File: config.mk
export PLATFORM = sky130hd
export DESIGN_NAME = pipeline_debug_port
export DESIGN_NICKNAME = d
export VERILOG_FILES = /design/src/rtl/pipeline_debug_port.sv
export SDC_FILE = /design/constraint.sdc
export NUM_CORES = 1
export LEC_CHECK = 0
export CORE_ASPECT_RATIO = 0.8
export CORE_UTILIZATION = 42
export DETAILED_ROUTE_END_ITERATION = 8
export PLACE_DENSITY = 0.73
export SLEW_MARGIN = 20
export SYNTH_ARGS = -nofsm -noshare
export SYNTH_HDL_FRONTEND = slang
export SYNTH_SLANG_ARGS = --single-unit
File: constraint.sdc
create_clock -name clk -period 3 [get_ports clk]
set_input_delay 0.3 -clock clk [delete_from_list [all_inputs] [get_ports clk]]
set_output_delay 0.3 -clock clk [all_outputs]
set_load 0.02 [all_outputs]
File: src/rtl/pipeline_debug_port.sv
// pipeline_debug_port: host-side debug/load controller for the pipeline core.
// A single valid/ready command channel covers several operations: IMEM program
// load (single or auto-increment), run/halt control, and register-file or
// data-memory readback. Every accepted command returns exactly one response pulse.
module pipeline_debug_port #(
   parameter int XLEN     = 32,
   parameter int RF_AW    = 5,
   parameter int DMEM_LAT = 1
) (
   input  logic             clk,
   input  logic             rst_n,
   input  logic             h_valid,
   output logic             h_ready,
   input  logic [2:0]       h_cmd,
   input  logic [XLEN-1:0]  h_addr,
   input  logic [XLEN-1:0]  h_wdata,
   output logic             h_rvalid,
   output logic [XLEN-1:0]  h_rdata,
   output logic             h_err,
   output logic             core_start,
   output logic             imem_we,
   output logic [XLEN-1:0]  imem_addr,
   output logic [XLEN-1:0]  imem_wdata,
   output logic [RF_AW-1:0] rf_ra,
   input  logic [XLEN-1:0]  rf_rdata,
   output logic             dm_re,
   output logic [XLEN-1:0]  dm_addr,
   input  logic [XLEN-1:0]  dm_rdata
);

   localparam logic [2:0] CMD_LOAD     = 3'b000;
   localparam logic [2:0] CMD_LOADNEXT = 3'b001;
   localparam logic [2:0] CMD_RDREG    = 3'b010;
   localparam logic [2:0] CMD_RDMEM    = 3'b011;
   localparam logic [2:0] CMD_RUN      = 3'b100;
   localparam logic [2:0] CMD_HALT     = 3'b101;

   // Memory-wait counter only needs to reach DMEM_LAT-1.
   localparam int CW = (DMEM_LAT > 1) ? $clog2(DMEM_LAT) : 1;

   typedef enum logic [1:0] {S_IDLE, S_EXEC, S_MEMWAIT, S_RESP} state_t;

   state_t           state_q;
   logic [2:0]       cmd_q;
   logic             err_q;
   logic             run_q;
   logic [XLEN-1:0]  ptr_q;
   logic [CW-1:0]    cnt_q;
   logic             h_rvalid_q;
   logic [XLEN-1:0]  h_rdata_q;
   logic             h_err_q;
   logic             imem_we_q;
   logic [XLEN-1:0]  imem_addr_q;
   logic [XLEN-1:0]  imem_wdata_q;
   logic [RF_AW-1:0] rf_ra_q;
   logic             dm_re_q;
   logic [XLEN-1:0]  dm_addr_q;

   logic             accept_d;
   logic             rej_d;

   // A rejected command has no side effects: no strobes, pointer and run flag untouched.
   function automatic logic cmd_rejected(input logic [2:0] cmd,
                                         input logic [XLEN-1:0] addr,
                                         input logic running);
      logic rej;
      rej = 1'b0;
      case (cmd)
         CMD_LOAD:          rej = running || (addr[1:0] != 2'b00);
         CMD_LOADNEXT:      rej = running;
         CMD_RDREG:         rej = ((addr >> RF_AW) != '0);
         CMD_RDMEM:         rej = (addr[1:0] != 2'b00);
         CMD_RUN, CMD_HALT: rej = 1'b0;
         default:           rej = 1'b1;
      endcase
      return rej;
   endfunction

   // Accept decode; the run flag and pointer cannot change while IDLE, so the
   // rejection decided here equals the one the EXEC state acts on.
   always_comb begin
      accept_d = h_valid && (state_q == S_IDLE);
      rej_d    = cmd_rejected(h_cmd, h_addr, run_q);
   end

   // Command FSM with registered strobes, addresses and response.
   always_ff @(posedge clk or negedge rst_n) begin
      if (!rst_n) begin
         state_q      <= S_IDLE;
         cmd_q        <= '0;
         err_q        <= 1'b0;
         run_q        <= 1'b0;
         ptr_q        <= '0;
         cnt_q        <= '0;
         h_rvalid_q   <= 1'b0;
         h_rdata_q    <= '0;
         h_err_q      <= 1'b0;
         imem_we_q    <= 1'b0;
         imem_addr_q  <= '0;
         imem_wdata_q <= '0;
         rf_ra_q      <= '0;
         dm_re_q      <= 1'b0;
         dm_addr_q    <= '0;
      end else begin
         imem_we_q <= 1'b0;
         dm_re_q   <= 1'b0;
         case (state_q)
            // accept: capture the command and launch the strobes seen during EXEC
            S_IDLE: begin
               if (accept_d) begin
                  cmd_q   <= h_cmd;
                  err_q   <= rej_d;
                  state_q <= S_EXEC;
                  if (!rej_d) begin
                     case (h_cmd)
                        CMD_LOAD: begin
                           imem_we_q    <= 1'b1;
                           imem_addr_q  <= h_addr;
                           imem_wdata_q <= h_wdata;
                           ptr_q        <= h_addr + XLEN'(4);
                        end
                        CMD_LOADNEXT: begin
                           imem_we_q    <= 1'b1;
                           imem_addr_q  <= ptr_q;
                           imem_wdata_q <= h_wdata;
                           ptr_q        <= ptr_q + XLEN'(4);
                        end
                        CMD_RDREG: rf_ra_q <= h_addr[RF_AW-1:0];
                        CMD_RDMEM: begin
                           dm_re_q   <= 1'b1;
                           dm_addr_q <= h_addr;
                        end
                        default: ;
                     endcase
                  end
               end
            end
            // EXEC: run-flag update, register readback, or hand off to the memory wait
            S_EXEC: begin
               cnt_q <= '0;
               if (!err_q && (cmd_q == CMD_RDMEM)) begin
                  state_q <= S_MEMWAIT;
               end else begin
                  state_q    <= S_RESP;
                  h_rvalid_q <= 1'b1;
                  h_err_q    <= err_q;
                  h_rdata_q  <= (!err_q && (cmd_q == CMD_RDREG) && (rf_ra_q != '0))
                                ? rf_rdata : '0;
                  if (!err_q && (cmd_q == CMD_RUN))  run_q <= 1'b1;
                  if (!err_q && (cmd_q == CMD_HALT)) run_q <= 1'b0;
               end
            end
            // MEMWAIT: read data arrives DMEM_LAT cycles after the dm_re strobe
            S_MEMWAIT: begin
               if (cnt_q == CW'(DMEM_LAT - 1)) begin
                  state_q    <= S_RESP;
                  h_rvalid_q <= 1'b1;
                  h_err_q    <= 1'b0;
                  h_rdata_q  <= dm_rdata;
               end else begin
                  cnt_q <= cnt_q + CW'(1);
               end
            end
            // RESP: one-cycle response pulse, then back to accepting
            S_RESP: begin
               state_q    <= S_IDLE;
               h_rvalid_q <= 1'b0;
               h_rdata_q  <= '0;
               h_err_q    <= 1'b0;
            end
            default: state_q <= S_IDLE;
         endcase
      end
   end

   assign h_ready    = (state_q == S_IDLE);
   assign h_rvalid   = h_rvalid_q;
   assign h_rdata    = h_rdata_q;
   assign h_err      = h_err_q;
   assign core_start = run_q;
   assign imem_we    = imem_we_q;
   assign imem_addr  = imem_addr_q;
   assign imem_wdata = imem_wdata_q;
   assign rf_ra      = rf_ra_q;
   assign dm_re      = dm_re_q;
   assign dm_addr    = dm_addr_q;

endmodule

Yosys cells after proc, flatten, opt, wreduce, memory -nomap -nowiden:

Index checks and enable logic that the tools add are counted.

* bits in registers: 177
* bits of input ports: 134
* logic and storage cells: 91

* add/subtract/negate cells: 3
* eq/ne operators: 15
* mux-type cells: 29
* bitwise logic cells: 2
* reduce and logical (&&, ||, !) cells: 27

Operators by type and width (count)
* one-hot mux 32 bit (2 select lines): 2
* two-way mux 32 bit: 3
* one-hot mux 32 bit (3 select lines): 1
* adder 32 x 3 -> 32 bit (second input constant): 2
* nonzero test 32 bit: 1
* two-way mux 1 bit: 16
* AND reduction 4 bit: 4
* == test 3 x 2 -> 1 bit (second input constant): 4
* == test 3 bit (second input constant): 4
* one-hot mux 2 bit (4 select lines): 1
* nonzero test 2 bit: 4
* logical AND 1 bit: 6
* one-hot mux 1 bit (3 select lines): 2
* AND reduction 3 bit: 2
* one-hot mux 1 bit (5 select lines): 1
* nonzero test 5 bit: 1
* == test 2 bit (second input constant): 2
* two-way mux 2 bit: 2
* != test 2 bit (second input constant): 2
* AND reduction 2 bit: 2
* OR reduction 2 bit: 2
* == test 3 x 1 -> 1 bit (second input constant): 1
* logical NOT 3 bit: 1
* nonzero test 3 bit: 1
* other kinds (8): 9

Depth between registers and ports, before layout:

* depth in word-level cells: 6
* gate-level depth with buffers: 17

Worst setup path before layout:

Ideal clock, no wire load.

* path kind: in2reg
* start point: in h_cmd[2]
* end point: reg ptr_q[22]
* setup time: 122 ps
* arrival: 3530 ps
* data required time: 2878 ps
* path slack: -652 ps
* stages on the path: 16
* path buffers: 6
* cells stage by stage: nor3b_1 > buf_2 > buf_2 > buf_2 > buf_2 > buf_1 > nand2_1 > nand2_1 > ha_1 > nand2_1 > or4_4 > buf_6 > a22oi_4 > o21ai_2 > or3_1 > a32o_1

* word-level cells in the longest chain between the ends: 5
* elaborated cells between the ends (all ways): 12
* those cells by class: 5 x eq/ne; 2 x mux; 1 x bitwise; 4 x reduce/logical

RTL lines
* from (decl): line 14 `input logic [2:0] h_cmd,`
* == test 3 bit: line 68 `case (cmd)`
* OR reduction 2 bit: line 68
* one-hot mux 1 bit (5 select lines): line 68
* inverter 1 bit (no source line)
* AND reduction 4 bit (no source line)
* to (signal assigned): line 120 `ptr_q <= h_addr + XLEN'(4);`
* to (signal assigned): line 126 `ptr_q <= ptr_q + XLEN'(4);`
* to (decl): line 47 `logic [XLEN-1:0] ptr_q;`

Parallel ways exist; a longest one is shown, timed or not.
A chain may end at the register's enable or synchronous reset.

Worst setup path after layout:

* start point: in h_cmd[1]
* end point: reg ptr_q[24]

Same word-level chain as after synthesis.

==> qor.txt <==
status: finished clean
worst path required time: 3.36 ns
PD cells: 834.8 nW/um^2
starting DRC count in detailed routing: 643
fraction of layout instances using a drive strength above 1: 0.1306
CTS Buf Count: 17
row count: 46
P&R area growth vs syn: 45.53%
# Post-CTS Setup Buffers: 0
Cells after Synth: 934
crit path buf inv count: 4
Worst-Margin Slew: 0.8361 ns
global-route wire length before repair: 41.22 mm
Synth top area share: 0.5035
latest clock arrival within the worst-skew pair: 0.43 ns
Hold Vio Cnt, Final: 0
endpoint class of the critical path: flip-flop
GPL Wtd Cong: 0.9244
Setup Crit Path Kind: in2reg
CP max FO: 47
drt via density: 5.484
core box area: 20090 sq um
Distinct cells, synth: 71
n_diodes: 0
CTS tree: done
Die Ht: 131.1 um
DR vias: 8248
yosys warns: 0
top_reg_cell synth: dfrtp_1
IO Count: 273
First-pass DRT Iterations: 5
Crit path max-delay family: buffers and inverters
Synth async-reset ratio: 1.000
register area: 4404 sq um
CP Cell Sequence: clkdlybuf4s50_1 -> nor3b_4 -> buf_4 -> buf_4 -> or4_4 -> a22o_1 -> nor3b_2 -> buf_4 -> mux2i_1 -> o211a_1
DRT antenna net count: 0
Die W: 163.3 um
area of the multi-input gates: 4079 sq um
Final Max Tran Viols: 0
Slowest cell on crit path: clkdlybuf4s50_1
minimum clock period: 2.833 ns
Worst-path clk slew: 0.07 ns
WL per Instance: 17.52 um
syn avg cell area: 9.365 sq um
root buffer cell: clkbuf_16
Max Clock Freq: 0.3530 GHz
filler-free cell count of the finished design: 1504
DRC: 0
Crit path arrival time: 3.20 ns
Hold Crit Class: in2reg
number of fill cells in the layout: 1702
post-DP HPWL: 19.15 mm
GRT Total Usage: 0.2476
maxcap violations: 0
crit path launch type: primary input
Total Wirelength: 26.34 mm
largest net degree at the start of global routing: 83
final setup fails: 0
post_cts resized: 0
clock sinks: 176
Post-Place Cells: 1471
Final Net Count: 1367
Final Cycle Share: 0.9443
sequential area share after synthesis: 0.5035
Starting Density: 0.4355
P_leak: 5.590 nW
antenna violations before repair: 0
Crit path top cell by count: buf_4
Yosys reg bits: 176
Post-Route Utilization: 0.6337
Worst path max stage delay: 0.60 ns
vias in the first global route: 7847
Synth area leaders: dfrtp_1, nand2_1, mux2_2
DIE AREA: 21410 sq um
cts hold-fix bufs: 1
H-tree depth: 4
worst vdd ir: 0.0005053 V
PortBufs: 272
Max-Slew Margin vs Limit: 0.4426
Max Clock Skew: 0.01129 ns
grt ovf: 0
synthesized area: 8747 sq um
RSZ-0062 raised after global routing: false
area leader, netlist: dfrtp_1
Max Buffers Root-to-Sink: 2
post-synthesis net count: 1074
EDFF count, synth: 0
## cell usage in the layout (no fill, tap or decap), types with 4 or more instances in the layout
cell type | synthesis | layout
nor2b_1 | 4 | 4
nor3_1 | 15 | 15
a22oi_1 | 34 | 34
buf_4 | 1 | 61
o221ai_1 | 4 | 4
mux2_2 | 42 | 42
o211ai_1 | 4 | 4
dfrtp_1 | 176 | 176
a31oi_1 | 22 | 22
and2_1 | 13 | 13
o21ai_1 | 4 | 4
nand2_1 | 179 | 175
inv_6 | 0 | 5
a211oi_1 | 6 | 5
nor2_1 | 85 | 85
o21ai_0 | 47 | 47
nand3_1 | 21 | 21
nand2b_1 | 5 | 5
buf_12 | 0 | 5
nand4_1 | 18 | 18
nor4_1 | 7 | 7
nand3b_1 | 5 | 5
o31ai_1 | 5 | 5
and3_1 | 8 | 8
and4_1 | 5 | 5
a21oi_1 | 58 | 56
nand2_2 | 0 | 4
ha_1 | 6 | 5
inv_1 | 10 | 10
mux2i_1 | 24 | 24
clkbuf_16 | 0 | 17
clkdlybuf4s50_1 | 0 | 271
## per-stage QoR
stage | TNS [ns] | power, mW | hold slack [ns] | instance area [sq um] | setup WS (ns)
floorplan | -0.09442 | 6.162 | 0.004409 | 8851 | -0.04367
detailed placement | -1.739 | 8.428 | 0.4299 | 12140 | -0.2358
CTS | 0 | 10.70 | 0.3745 | 12730 | 0.2082
global route | 0 | 11.25 | 0.3924 | 12730 | 0.03004
global placement | -0.7328 | 8.334 | 0.4289 | 12140 | -0.1266
finish | 0 | 10.63 | 0.3888 | 12730 | 0.1671
## power by group
part / internal (mW) / switching, mW
Combinational: 2.10 / 2.30
Clock: 1.24 / 1.00
Sequential: 3.29 / 0.694
Total: 6.63 / 4.00
## kinds of logic after synthesis
family | after synthesis | share of synthesized area
AO/OA/AOI/OAI | 222 | 0.1629
XOR/XNOR | 3 | 0.003004
AND/OR/NAND/NOR | 383 | 0.2011
adder cells (fa/ha/maj) | 6 | 0.008582
multiplexers | 68 | 0.08411
flip-flops | 176 | 0.5035
buffers and inverters | 76 | 0.03676
## flip-flops by register name (all words and copies together) (netlist names)
name	flops
h_rvalid	1
err_q	1
core_start	1
rf_ra	5
h_rdata	32
cmd_q	3
dm_re	1
state_q	2
imem_addr	32
ptr_q	32
h_err	1
imem_wdata	32
imem_we	1
dm_addr	32
## synth_stat cells (all sizes together) (3+ instances only)
library cell	count
o21a	3
nor2b	4
a21o	3
nor3b	5
or3	3
nand3b	5
nand3	21
o211ai	4
clkbuf	35
a311oi	3
and2	13
o221ai	4
nand2b	5
and3	8
a211o	3
nor2	85
a221oi	3
nand2	179
and4	5
mux2i	24
mux2	44
o31ai	5
nand4	18
buf	30
a31oi	22
a211oi	6
a2bb2oi	3
o21ai	52
inv	11
ha	6
dfrtp	176
nor4	8
nor3	15
a21oi	59
a22oi	35
## layer usage
layer | vias to the layer above | part of all wire | track usage
met3 | 39 | 0.099 | 0.08021
met5 | - | 0 | 0
met1 | 3960 | 0.45 | 0.3442
met4 | 0 | 0.019 | 0.07367
li1 | 3906 | - | -
met2 | 343 | 0.43 | 0.3676
## worst register-to-register path, delay by kind of cell, from the launching register on
kind	cells	cell delay, ns
AO/OA/AOI/OAI	2	0.55
adder cells (fa/ha/maj)	1	0.33
buffers and inverters	3	0.75
flip-flops	1	0.41
AND/OR/NAND/NOR	2	0.39
## path summary, 6_finish.rpt
path / startpoint / to / slack, ns / cells past startpoint
worst min register to register: imem_wdata[16] / imem_wdata[16] / 0.47 / 2
min in group asynchronous: rst_n / dm_addr[29] / 0.49 / 2
worst max register to register: state_q[1] / ptr_q[19] / 0.47 / 8
worst min-delay path: h_wdata[18] / imem_wdata[18] / 0.39 / 3
max in group asynchronous: rst_n / ptr_q[7] / 1.63 / 3
worst max-delay path: h_cmd[1] / ptr_q[24] / 0.17 / 10
## layout make-up
class | count | area share
clock inverters | 14 | 0.01209
well taps | 264 | 0.02595
clock buffers | 18 | 0.03371
repair buffers | 339 | 0.2586
inverters | 11 | 0.003244
flip-flops and latches | 176 | 0.3460
multi-input cells | 682 | 0.3204
No activity file was read; power rests on OpenSTA's default activity.
